## src/rtl/gfx_arb_pkg.sv

```systemverilog
// Shared definitions for the graphics memory slot arbiter: requester ids,
// FSM states, default timeout and the one-hot ack helper.
package gfx_arb_pkg;

  typedef enum logic [1:0] {
    REQ_BG  = 2'd0,
    REQ_FG  = 2'd1,
    REQ_TX  = 2'd2,
    REQ_SPR = 2'd3
  } req_id_e;

  typedef enum logic {
    IDLE = 1'b0,
    WAIT = 1'b1
  } arb_state_e;

  localparam int TIMEOUT_DEFAULT = 31;

  function automatic logic [3:0] onehot4(input logic [1:0] idx);
    logic [3:0] vec;
    vec = 4'b0001 << idx;
    return vec;
  endfunction

endpackage

```

## src/rtl/gfx_mem_slot_arbiter_if.sv

```systemverilog
// Requester and memory-port bundle of the graphics slot arbiter.
// The arbiter uses the slave view; fetch engines plus memory controller drive the master view.
interface gfx_mem_slot_arbiter_if #(
  parameter int AW = 22,
  parameter int DW = 16
);

  logic [3:0]      req;
  logic [4*AW-1:0] addr;
  logic [3:0]      ack;
  logic [DW-1:0]   rdata;
  logic            mem_cs;
  logic [AW-1:0]   mem_addr;
  logic            mem_ok;
  logic [DW-1:0]   mem_data;

  modport slave (
    input  req, addr, mem_ok, mem_data,
    output ack, rdata, mem_cs, mem_addr
  );

  modport master (
    output req, addr, mem_ok, mem_data,
    input  ack, rdata, mem_cs, mem_addr
  );

endinterface

```

## src/rtl/rr_pick4.sv

```systemverilog
// Combinational 4-way round-robin picker: the first requesting index
// found scanning ptr, ptr+1, ... (mod 4) wins.
module rr_pick4 (
  input  logic [3:0] req,
  input  logic [1:0] ptr,
  output logic [1:0] grant,
  output logic       valid
);

  logic [1:0] idx0_s;
  logic [1:0] idx1_s;
  logic [1:0] idx2_s;
  logic [1:0] idx3_s;

  assign idx0_s = ptr;
  assign idx1_s = ptr + 2'd1;
  assign idx2_s = ptr + 2'd2;
  assign idx3_s = ptr + 2'd3;

  // priority scan starting at the pointer, wrapping naturally in 2 bits
  always_comb begin
    grant = ptr;
    valid = |req;
    if (req[idx0_s]) begin
      grant = idx0_s;
    end else if (req[idx1_s]) begin
      grant = idx1_s;
    end else if (req[idx2_s]) begin
      grant = idx2_s;
    end else if (req[idx3_s]) begin
      grant = idx3_s;
    end else begin
      grant = ptr;
    end
  end

endmodule

```

## src/rtl/gfx_mem_slot_arbiter.sv

```systemverilog
// Shares one graphics ROM/SDRAM read port between BG, FG, text and sprite
// fetchers using fixed pixel slots in the active area and round-robin in blanking.
module gfx_mem_slot_arbiter
  import gfx_arb_pkg::*;
#(
  parameter int AW      = 22,
  parameter int DW      = 16,
  parameter int TIMEOUT = TIMEOUT_DEFAULT
) (
  input  logic                  clk,
  input  logic                  reset_n,
  input  logic                  clk_pix_en,
  input  logic [8:0]            hc,
  input  logic [8:0]            vc,
  input  logic                  hbl,
  input  logic                  vbl,
  gfx_mem_slot_arbiter_if.slave bus,
  output logic                  busy,
  output logic                  timeout_err
);

  localparam int            CW        = $clog2(TIMEOUT + 1);
  localparam logic [CW-1:0] WAIT_LAST = CW'(TIMEOUT - 1);

  arb_state_e    state_r;
  arb_state_e    state_nxt_s;
  logic [1:0]    owner_r;
  logic [1:0]    owner_nxt_s;
  logic [1:0]    rr_ptr_r;
  logic [1:0]    rr_ptr_nxt_s;
  logic [CW-1:0] wait_cnt_r;
  logic [CW-1:0] wait_cnt_nxt_s;
  logic [3:0]    ack_r;
  logic [3:0]    ack_nxt_s;
  logic [DW-1:0] rdata_r;
  logic [DW-1:0] rdata_nxt_s;
  logic          mem_cs_r;
  logic          mem_cs_nxt_s;
  logic [AW-1:0] mem_addr_r;
  logic [AW-1:0] mem_addr_nxt_s;
  logic          busy_r;
  logic          timeout_err_r;
  logic          timeout_err_nxt_s;

  logic [AW-1:0] addr_a_s [4];
  logic [1:0]    slot_s;
  logic [1:0]    rr_idx_s;
  logic          rr_valid_s;
  logic [1:0]    grant_idx_s;
  logic          grant_valid_s;
  logic          unused_s;

  // pixel enable, vertical count and upper hc bits do not take part in scheduling
  assign unused_s = ^{clk_pix_en, vc, hc[8:2]};

  for (genvar i = 0; i < 4; i++) begin : g_addr
    assign addr_a_s[i] = bus.addr[i*AW +: AW];
  end

  rr_pick4 u_rr_pick4 (
    .req   (bus.req),
    .ptr   (rr_ptr_r),
    .grant (rr_idx_s),
    .valid (rr_valid_s)
  );

  assign slot_s = hc[1:0];

  // winner selection: slot owner in active area, sprites first in hblank, else round-robin
  always_comb begin
    grant_idx_s   = rr_idx_s;
    grant_valid_s = rr_valid_s;
    if (!hbl && !vbl && bus.req[slot_s]) begin
      grant_idx_s   = slot_s;
      grant_valid_s = 1'b1;
    end else if (hbl && !vbl && bus.req[REQ_SPR]) begin
      grant_idx_s   = REQ_SPR;
      grant_valid_s = 1'b1;
    end else begin
      grant_idx_s   = rr_idx_s;
      grant_valid_s = rr_valid_s;
    end
  end

  // next-state and output logic; the ack cycle itself never grants so the
  // requester can update req/addr before it is considered again
  always_comb begin
    state_nxt_s       = state_r;
    owner_nxt_s       = owner_r;
    rr_ptr_nxt_s      = rr_ptr_r;
    wait_cnt_nxt_s    = wait_cnt_r;
    ack_nxt_s         = 4'b0000;
    rdata_nxt_s       = rdata_r;
    mem_cs_nxt_s      = mem_cs_r;
    mem_addr_nxt_s    = mem_addr_r;
    timeout_err_nxt_s = timeout_err_r;
    case (state_r)
      IDLE: begin
        if (grant_valid_s && (ack_r == 4'b0000)) begin
          state_nxt_s    = WAIT;
          owner_nxt_s    = grant_idx_s;
          rr_ptr_nxt_s   = grant_idx_s + 2'd1;
          wait_cnt_nxt_s = '0;
          mem_cs_nxt_s   = 1'b1;
          mem_addr_nxt_s = addr_a_s[grant_idx_s];
        end else begin
          state_nxt_s  = IDLE;
          mem_cs_nxt_s = 1'b0;
        end
      end
      WAIT: begin
        if (bus.mem_ok) begin
          state_nxt_s    = IDLE;
          rdata_nxt_s    = bus.mem_data;
          ack_nxt_s      = onehot4(owner_r);
          mem_cs_nxt_s   = 1'b0;
          wait_cnt_nxt_s = '0;
        end else if (wait_cnt_r == WAIT_LAST) begin
          state_nxt_s       = IDLE;
          rdata_nxt_s       = {DW{1'b0}};
          ack_nxt_s         = onehot4(owner_r);
          mem_cs_nxt_s      = 1'b0;
          wait_cnt_nxt_s    = '0;
          timeout_err_nxt_s = 1'b1;
        end else begin
          wait_cnt_nxt_s = wait_cnt_r + {{(CW-1){1'b0}}, 1'b1};
        end
      end
      default: begin
        state_nxt_s    = IDLE;
        mem_cs_nxt_s   = 1'b0;
        wait_cnt_nxt_s = '0;
      end
    endcase
  end

  // state and output registers
  always_ff @(posedge clk or negedge reset_n) begin
    if (!reset_n) begin
      state_r       <= IDLE;
      owner_r       <= 2'd0;
      rr_ptr_r      <= 2'd0;
      wait_cnt_r    <= '0;
      ack_r         <= 4'b0000;
      rdata_r       <= {DW{1'b0}};
      mem_cs_r      <= 1'b0;
      mem_addr_r    <= {AW{1'b0}};
      busy_r        <= 1'b0;
      timeout_err_r <= 1'b0;
    end else begin
      state_r       <= state_nxt_s;
      owner_r       <= owner_nxt_s;
      rr_ptr_r      <= rr_ptr_nxt_s;
      wait_cnt_r    <= wait_cnt_nxt_s;
      ack_r         <= ack_nxt_s;
      rdata_r       <= rdata_nxt_s;
      mem_cs_r      <= mem_cs_nxt_s;
      mem_addr_r    <= mem_addr_nxt_s;
      busy_r        <= (state_nxt_s != IDLE);
      timeout_err_r <= timeout_err_nxt_s;
    end
  end

  assign bus.ack      = ack_r;
  assign bus.rdata    = rdata_r;
  assign bus.mem_cs   = mem_cs_r;
  assign bus.mem_addr = mem_addr_r;
  assign busy         = busy_r;
  assign timeout_err  = timeout_err_r;

endmodule

```

## src/flat_wrapper.sv

```systemverilog
// flat-port wrapper written by rule: the top's interface ports become plain ports
module gfx_mem_slot_arbiter_flat import gfx_arb_pkg::*;
#(
  parameter int AW      = 22,
  parameter int DW      = 16,
  parameter int TIMEOUT = TIMEOUT_DEFAULT
)
  (clk, reset_n, clk_pix_en, hc, vc, hbl, vbl, busy, timeout_err, bus_req, bus_addr, bus_mem_ok, bus_mem_data, bus_ack, bus_rdata, bus_mem_cs, bus_mem_addr);
  gfx_mem_slot_arbiter_if #(.AW(AW), .DW(DW)) bus_i ();
  input  logic clk;
  input  logic reset_n;
  input  logic clk_pix_en;
  input  logic [8:0] hc;
  input  logic [8:0] vc;
  input  logic hbl;
  input  logic vbl;
  output logic busy;
  output logic timeout_err;
  input wire logic [$bits(bus_i.req)-1:0] bus_req;
  input wire logic [$bits(bus_i.addr)-1:0] bus_addr;
  input wire logic [$bits(bus_i.mem_ok)-1:0] bus_mem_ok;
  input wire logic [$bits(bus_i.mem_data)-1:0] bus_mem_data;
  output wire logic [$bits(bus_i.ack)-1:0] bus_ack;
  output wire logic [$bits(bus_i.rdata)-1:0] bus_rdata;
  output wire logic [$bits(bus_i.mem_cs)-1:0] bus_mem_cs;
  output wire logic [$bits(bus_i.mem_addr)-1:0] bus_mem_addr;
  assign bus_i.req = bus_req;
  assign bus_i.addr = bus_addr;
  assign bus_i.mem_ok = bus_mem_ok;
  assign bus_i.mem_data = bus_mem_data;
  assign bus_ack = bus_i.ack;
  assign bus_rdata = bus_i.rdata;
  assign bus_mem_cs = bus_i.mem_cs;
  assign bus_mem_addr = bus_i.mem_addr;
  gfx_mem_slot_arbiter #(.AW(AW), .DW(DW), .TIMEOUT(TIMEOUT)) u_core (.clk(clk), .reset_n(reset_n), .clk_pix_en(clk_pix_en), .hc(hc), .vc(vc), .hbl(hbl), .vbl(vbl), .bus(bus_i), .busy(busy), .timeout_err(timeout_err));
endmodule
```

## config.mk

```make
export PLATFORM = sky130hd
export DESIGN_NAME = gfx_mem_slot_arbiter_flat
export DESIGN_NICKNAME = d
export VERILOG_FILES = /design/src/rtl/gfx_arb_pkg.sv /design/src/rtl/gfx_mem_slot_arbiter_if.sv /design/src/rtl/rr_pick4.sv /design/src/rtl/gfx_mem_slot_arbiter.sv /design/src/flat_wrapper.sv
export SDC_FILE = /design/constraint.sdc
export NUM_CORES = 1
export LEC_CHECK = 0
export ABC_AREA = 1
export CAP_MARGIN = 10
export CORE_MARGIN = 2
export CORE_UTILIZATION = 29
export CTS_BUF_LIST = sky130_fd_sc_hd__clkbuf_8
export CTS_CLUSTER_SIZE = 14
export DETAILED_ROUTE_END_ITERATION = 12
export PLACE_DENSITY = 0.61
export SLEW_MARGIN = 20
export SYNTH_ARGS = -nofsm -noshare
export SYNTH_HDL_FRONTEND = slang
export SYNTH_SLANG_ARGS = --single-unit
```

## constraint.sdc

```tcl
create_clock -name clk -period 1.9 [get_ports clk]
set_clock_uncertainty 0.2 [all_clocks]
set_input_delay 0.38 -clock clk [delete_from_list [all_inputs] [get_ports clk]]
set_output_delay 0.38 -clock clk [all_outputs]
set_load 0.005 [all_outputs]
```

**Yosys cells after proc, flatten, opt, wreduce, memory -nomap -nowiden**

Index checks and enable logic that the tools add are counted.

- $add $sub $neg: 5
- Order comparisons: 6
- Equality and inequality tests: 3
- Shift operators: 1
- Muxes and demuxes: 37
- Bitwise logic cells: 3
- Reduce and logical (&&, ||, !) cells: 13

Operator list:

| cell | count |
|---|---|
| $bmux W22 S2 | 1 |
| $mux W22 | 2 |
| $mux W16 | 2 |
| $lt A2 B3 Y1 const B | 5 |
| $mux W5 | 3 |
| $mux W1 | 12 |
| $mux W2 | 6 |
| $mux W4 | 3 |
| $bmux W1 S2 | 5 |
| $pmux W5 S2 | 1 |
| $add A5 B1 Y5 const B | 1 |
| $eq A5 B5 Y1 const B | 1 |
| $logic_and A1 B1 Y1 | 5 |
| $add A2 B1 Y2 const B | 2 |
| $add A2 B2 Y2 const B | 2 |
| $logic_not A4 Y1 | 1 |
| $pmux W1 S2 | 2 |
| $reduce_and A2 Y1 | 2 |
| $reduce_or A4 Y1 | 1 |
| $shl A1 B2 Y4 const A | 1 |
| $ge A3 B3 Y1 const B | 1 |
| $ne A3 B3 Y1 const B | 1 |
| $not A2 Y3 | 1 |
| $reduce_and A3 Y1 | 1 |
| other kinds (4) | 6 |

- Flip-flop bits (word level): 54
- Input port bits: 132
- Output and inout port bits: 45
- Word-level logic and storage cells: 77

**Logic depth before layout (Yosys ltp)**

- Word-level depth: 13
- Gate-level depth with buffers: 18
- Depth with buffers taken out: 16

**Modules after synthesis**

Synthesis repeated with hierarchy kept, for this count alone.

- Cell total of the unflattened synthesis: 483
- Area total of the unflattened synthesis: 3210.6 µm²

By module, submodules not included:

| module | times used | cells an instance | area each (µm²) | sequential area each (µm²) |
|---|---|---|---|---|
| gfx_mem_slot_arbiter | 1 | 433 | 2992.9 | 1351.3 |
| rr_pick4 | 1 | 50 | 217.7 | 0.0 |

**Worst setup path after synthesis**

Ideal clock, no wire load.

- Path kind: reg2reg
- Start: reg u_core.rr_ptr_r[0]
- End: reg u_core.mem_addr_r[10], in the netlist u_core.bus.mem_addr[10]
- Library setup time: 0.117 ns
- Arrival time: 1.652 ns
- Required time: 1.583 ns
- Setup slack: -0.069 ns
- Stages on the path, launching flop included: 18
- Path through: dfrtp_1 buf_6 inv_4 nand2_1 and2_1 nand2_2 o21ai_1 inv_2 nand2_1 nand2_1 nand3_4 nand2_4 buf_6 nand2_1 nand3_1 nand2_1 nand2_1 nand2_1

- Longest elaborated chain between the ends: 13
- Elaborated cells on any way between the ends: 21
- Classes of those cells: add/sub: 3; mux: 17; bitwise: 1

Ends and longest elaborated chain:

| item | line | RTL |
|---|---|---|
| start: declaration | gfx_mem_slot_arbiter.sv:29 | `logic [1:0] rr_ptr_r;` |
| start signal: assignment | gfx_mem_slot_arbiter.sv:153 | `rr_ptr_r <= rr_ptr_nxt_s;` |
| $add A2 B2 Y2 | rr_pick4.sv:18 | `assign idx3_s = ptr + 2'd3;` |
| $bmux W1 S2 | rr_pick4.sv:30 | `end else if (req[idx3_s]) begin` |
| $mux W1 (implied by the code) | rr_pick4.sv:30 |  |
| $mux W2 | rr_pick4.sv:30 |  |
| $mux W2 | rr_pick4.sv:28 | `end else if (req[idx2_s]) begin` |
| $mux W2 | rr_pick4.sv:26 | `end else if (req[idx1_s]) begin` |
| $mux W2 * | rr_pick4.sv:24 | `if (req[idx0_s]) begin` |
| $mux W2 * | gfx_mem_slot_arbiter.sv:76 | `end else if (hbl && !vbl && bus.req[REQ_SPR]) begin` |
| $mux W2 * | gfx_mem_slot_arbiter.sv:73 | `if (!hbl && !vbl && bus.req[slot_s]) begin` |
| $not A2 Y3 (implied by the code) * | gfx_mem_slot_arbiter.sv:105 | `mem_addr_nxt_s = addr_a_s[grant_idx_s];` |
| $bmux W22 S2 * | gfx_mem_slot_arbiter.sv:105 |  |
| $mux W22 (implied by the code) * (2 in series) | gfx_mem_slot_arbiter.sv:105 |  |
| end signal: assignment | gfx_mem_slot_arbiter.sv:147 | `mem_addr_r <= {AW{1'b0}};` |
| end signal: assignment | gfx_mem_slot_arbiter.sv:158 | `mem_addr_r <= mem_addr_nxt_s;` |
| end: declaration | gfx_mem_slot_arbiter.sv:39 | `logic [AW-1:0] mem_addr_r;` |

Mark *: on every way between the ends. The rest lies on a longest branch, timed or not. The select of a mux whose other input is x is not followed.
A chain may end at the register's enable or synchronous reset.

**Worst setup path in the final report**

- Start: reg u_core.rr_ptr_r[0]
- End: reg u_core.mem_addr_r[16], in the netlist u_core.bus.mem_addr[16]

The elaborated chain is that of the path after synthesis.

==> summary.txt <==
Floorplanning
  – DIE WIDTH: 114 um
  – Initial Util: 29.6%
  – Die ar.: 0.0131 mm^2
  – Core area: 0.0120 mm^2
  – Row cnt: 40
  – I/O Pins: 177
  – Die H: 114 um

Setup path
  – Top delay family on crit path: simple AND/OR/NAND/NOR gates
  – CP Launch Type: flop
  – CP most frequent cell: nand2_1
  – Slowest cell on the critical path: dfrtp_2
  – Crit path cell chain: buf_6 > nand2_4 > nand2_2 > nand2_2 > nand2_1 > inv_2 > nand2_1 > nand2_1 > nand2_2 > nand3_4 > buf_12 > clkbuf_16 > nand3_1 > nand3_1 > nand2_1 > nand2_1 > nand2_1
  – Worst path max stage delay: 0.48 ns
  – Crit-path max FO: 8
  – Worst Path Arrival: 2.28 ns
  – Critical path data required time: 1.91 ns
  – WP buf/inv: 4
  – Setup crit end kind: flop
  – Crit path kind: reg2reg

Synthesis
  – Ys flop type: dfrtp_1
  – Synth warn: 0
  – Combinational family with the most area after synthesis: simple AND/OR/NAND/NOR gates
  – Synth Area in Compound Gates: 3.72%
  – FF+latch count, synth: 54
  – Async S/R FF share, synth: 100%
  – EDFF count, synth: 0
  – Synth Area in Adders: 0.708%
  – Syn nets: 682
  – Synth Cell Area: 0.00354 mm^2
  – Post-synthesis average cell area: 6.45 um^2
  – Xor/xnor share of the synthesized area: 0.743%
  – Post-synthesis sequential area ratio: 38.2%
  – Post-Synth Simple-Gate Area: 40.9%
  – Synthesized instance count: 548
  – Synth unique cells: 31
  – Mux contribution to synthesized area: 0%

Clock network
  – CTS tree: done
  – CTS clk-pin slew, worst paths: 0.10 ns
  – H-Tree Depth: 2
  – CTS sink cnt: 54
  – CTS root buffer: clkbuf_8
  – Clk_lat worst skew: 0.30 ns
  – Max Buffers Root-to-Sink: 2
  – CTS buffer count: 5

Timing
  – Worst hold slack: 0.268 ns
  – Worst Setup Slack, final: -0.372 ns
  – Fin crit share: 120%
  – RSZ-0062 raised after global routing: yes
  – Fin. Hold Viols: 0
  – Max_slew headroom: 79.8%
  – Max Slew Vio Count: 0
  – Fin crit period: 2.27 ns
  – Worst slew pin tran: 0.303 ns
  – Setup violators final: 26
  – Fmax: 0.440 GHz

Cells and area
  – NumNets Final: 880
  – Post-route insts no fill: 894
  – Leading cell types in the layout, fill and taps excluded: nand2_1 (178), clkdlybuf4s50_1 (150), inv_1 (100)
  – Most common cell after layout, fill and taps aside: nand2_1
  – Layout cell share with drive strength beyond 1: 21.8%
  – Antenna cells: 0
  – Fillers: 1107
  – Final Instance Area: 0.00644 mm^2
  – Finished Core Util: 53.8%
  – Area growth from synthesis to layout: 82.2%

Route
  – Via density: 4.73
  – ANT nets after route: 0
  – Final WL: 13000 um
  – Via count: 4228
  – Avg WL per Cell: 14.5 um
  – DRC Markers: 0
  – DRT iter0 DRCs: 196
  – DRT Pass-1 Iters: 4

Placement
  – DP HPWL: 9080 um
  – Dpl cells: 867
  – IO buf count: 159
  – Placer Congestion: 0.917
  – Placed instance area: 0.00562 mm^2

Power
  – Max VDD drop: 0.789 mV
  – LEAKAGE: 0.00339 uW
  – Power Density: 1610 mW/mm^2
  – Tot Pwr: 10400 uW

Global routing
  – First-pass GRT wire length: 19500 um
  – Largest net degree at the start of global routing: 55
  – Total grt overflow: 0
  – Initial antenna violation count: 0
  – GRT Util Overall: 18.4%
  – Vias in the first global route: 4220

Status
  – Run status: finished with violations
  – Failing checks: negative setup slack

Flow run
  – Max-cap viol count: 0

Worst hold path
  – Min-delay worst type: reg2reg
-- cell usage after synthesis (2+ instances only) --
library cell  count  area (um^2)
buf_2             6         30.0
buf_6             5         56.3
clkbuf_1         15         56.3
dfrtp_1          54         1350
ha_1              2         25.0
inv_1           100          375
inv_2             6         22.5
nand2_1         200          751
nand3_1         119          596
nand4_1           2         12.5
nor2_1            2         7.51
nor3_1            4         20.0
o21a_1            2         15.0
o21ai_0          11         55.1
o21ai_1           3         15.0
xor2_1            2         17.5
-- final timing paths --
| check | slack (ns) | depth (start not counted) | start | end |
|---|---|---|---|---|
| worst max register to register | -0.37 | 17 | u_core.rr_ptr_r[0]$_DFFE_PN0P_ | u_core.bus.mem_addr[16]$_DFFE_PN0P_ |
| max in group asynchronous | 0.83 | 3 | reset_n | u_core.state_r$_DFF_PN0_ |
| worst max-delay path | -0.37 | 17 | u_core.rr_ptr_r[0]$_DFFE_PN0P_ | u_core.bus.mem_addr[16]$_DFFE_PN0P_ |
| min in group asynchronous | 0.40 | 3 | reset_n | u_core.bus.mem_addr[21]$_DFFE_PN0P_ |
| worst min-delay path | 0.27 | 1 | u_core.owner_r[0]$_DFFE_PN0P_ | u_core.bus.ack[0]$_DFF_PN0_ |
| worst min register to register | 0.27 | 1 | u_core.owner_r[0]$_DFFE_PN0P_ | u_core.bus.ack[0]$_DFF_PN0_ |
-- power by group --
part	switching [uW]	internal (uW)	total (uW)
combinational	3730	3810	7550
sequential	370	1670	2040
clock	385	389	774
total	4490	5880	10400
-- area by class of cell --
| type | instances | area (um^2) | area share [%] |
|---|---|---|---|
| Tap cell | 147 | 184 | 2.86 |
| Sequential cell | 54 | 1360 | 21.0 |
| Clock buffer | 5 | 68.8 | 1.07 |
| Timing Repair Buffer | 218 | 2360 | 36.6 |
| Inverter | 107 | 407 | 6.31 |
| Clock inverter | 3 | 40.0 | 0.622 |
| Multi-Input combinational cell | 360 | 2030 | 31.5 |
-- sequential cells by signal, indices dropped and copies added, names as in the netlist --
name,count
u_core.bus.rdata,16
u_core.wait_cnt_r,5
u_core.state_r,1
u_core.bus.ack,4
u_core.rr_ptr_r,2
u_core.bus.mem_addr,22
u_core.owner_r,2
u_core.timeout_err,1
u_core.bus.mem_cs,1
-- what timing repair did --
item	in CTS	in global routing
setup endpoints to repair	28	27
hold endpoints to repair	54	0
resized for setup	37	78
pin swaps	19	58
cloned	3	8
buffers inserted	6	1
hold buffers	1	0
-- routing by layer --
metal | wire [um] | track usage, %
met4 | 199 | 3.82
met2 | 6680 | 33.7
met5 | 0 | 0
met1 | 5430 | 22.5
met3 | 660 | 3.49
-- metrics by stage --
step	setup slack [ns]	TNS, ns
floorplan	-0.0467	-1.00
global placement	-0.686	-18.43
detailed placement	-0.764	-20.46
CTS	-0.334	-6.82
global route	-0.513	-11.99
finish	-0.372	-8.38
-- cell families after synthesis --
logic type | Yosys count
buffers and inverters | 134
AND/OR/NAND/NOR | 334
XOR/XNOR | 3
AO/OA/AOI/OAI | 21
flip-flops | 54
adder cells (fa/ha/maj) | 2
-- worst register-to-register path: cells and delay by family (launching register included) --
family | cells | cell delay [ns]
buffers and inverters | 4 | 0.56
AND/OR/NAND/NOR | 13 | 0.93
flip-flops | 1 | 0.48
No activity file was read; power rests on OpenSTA's default activity.
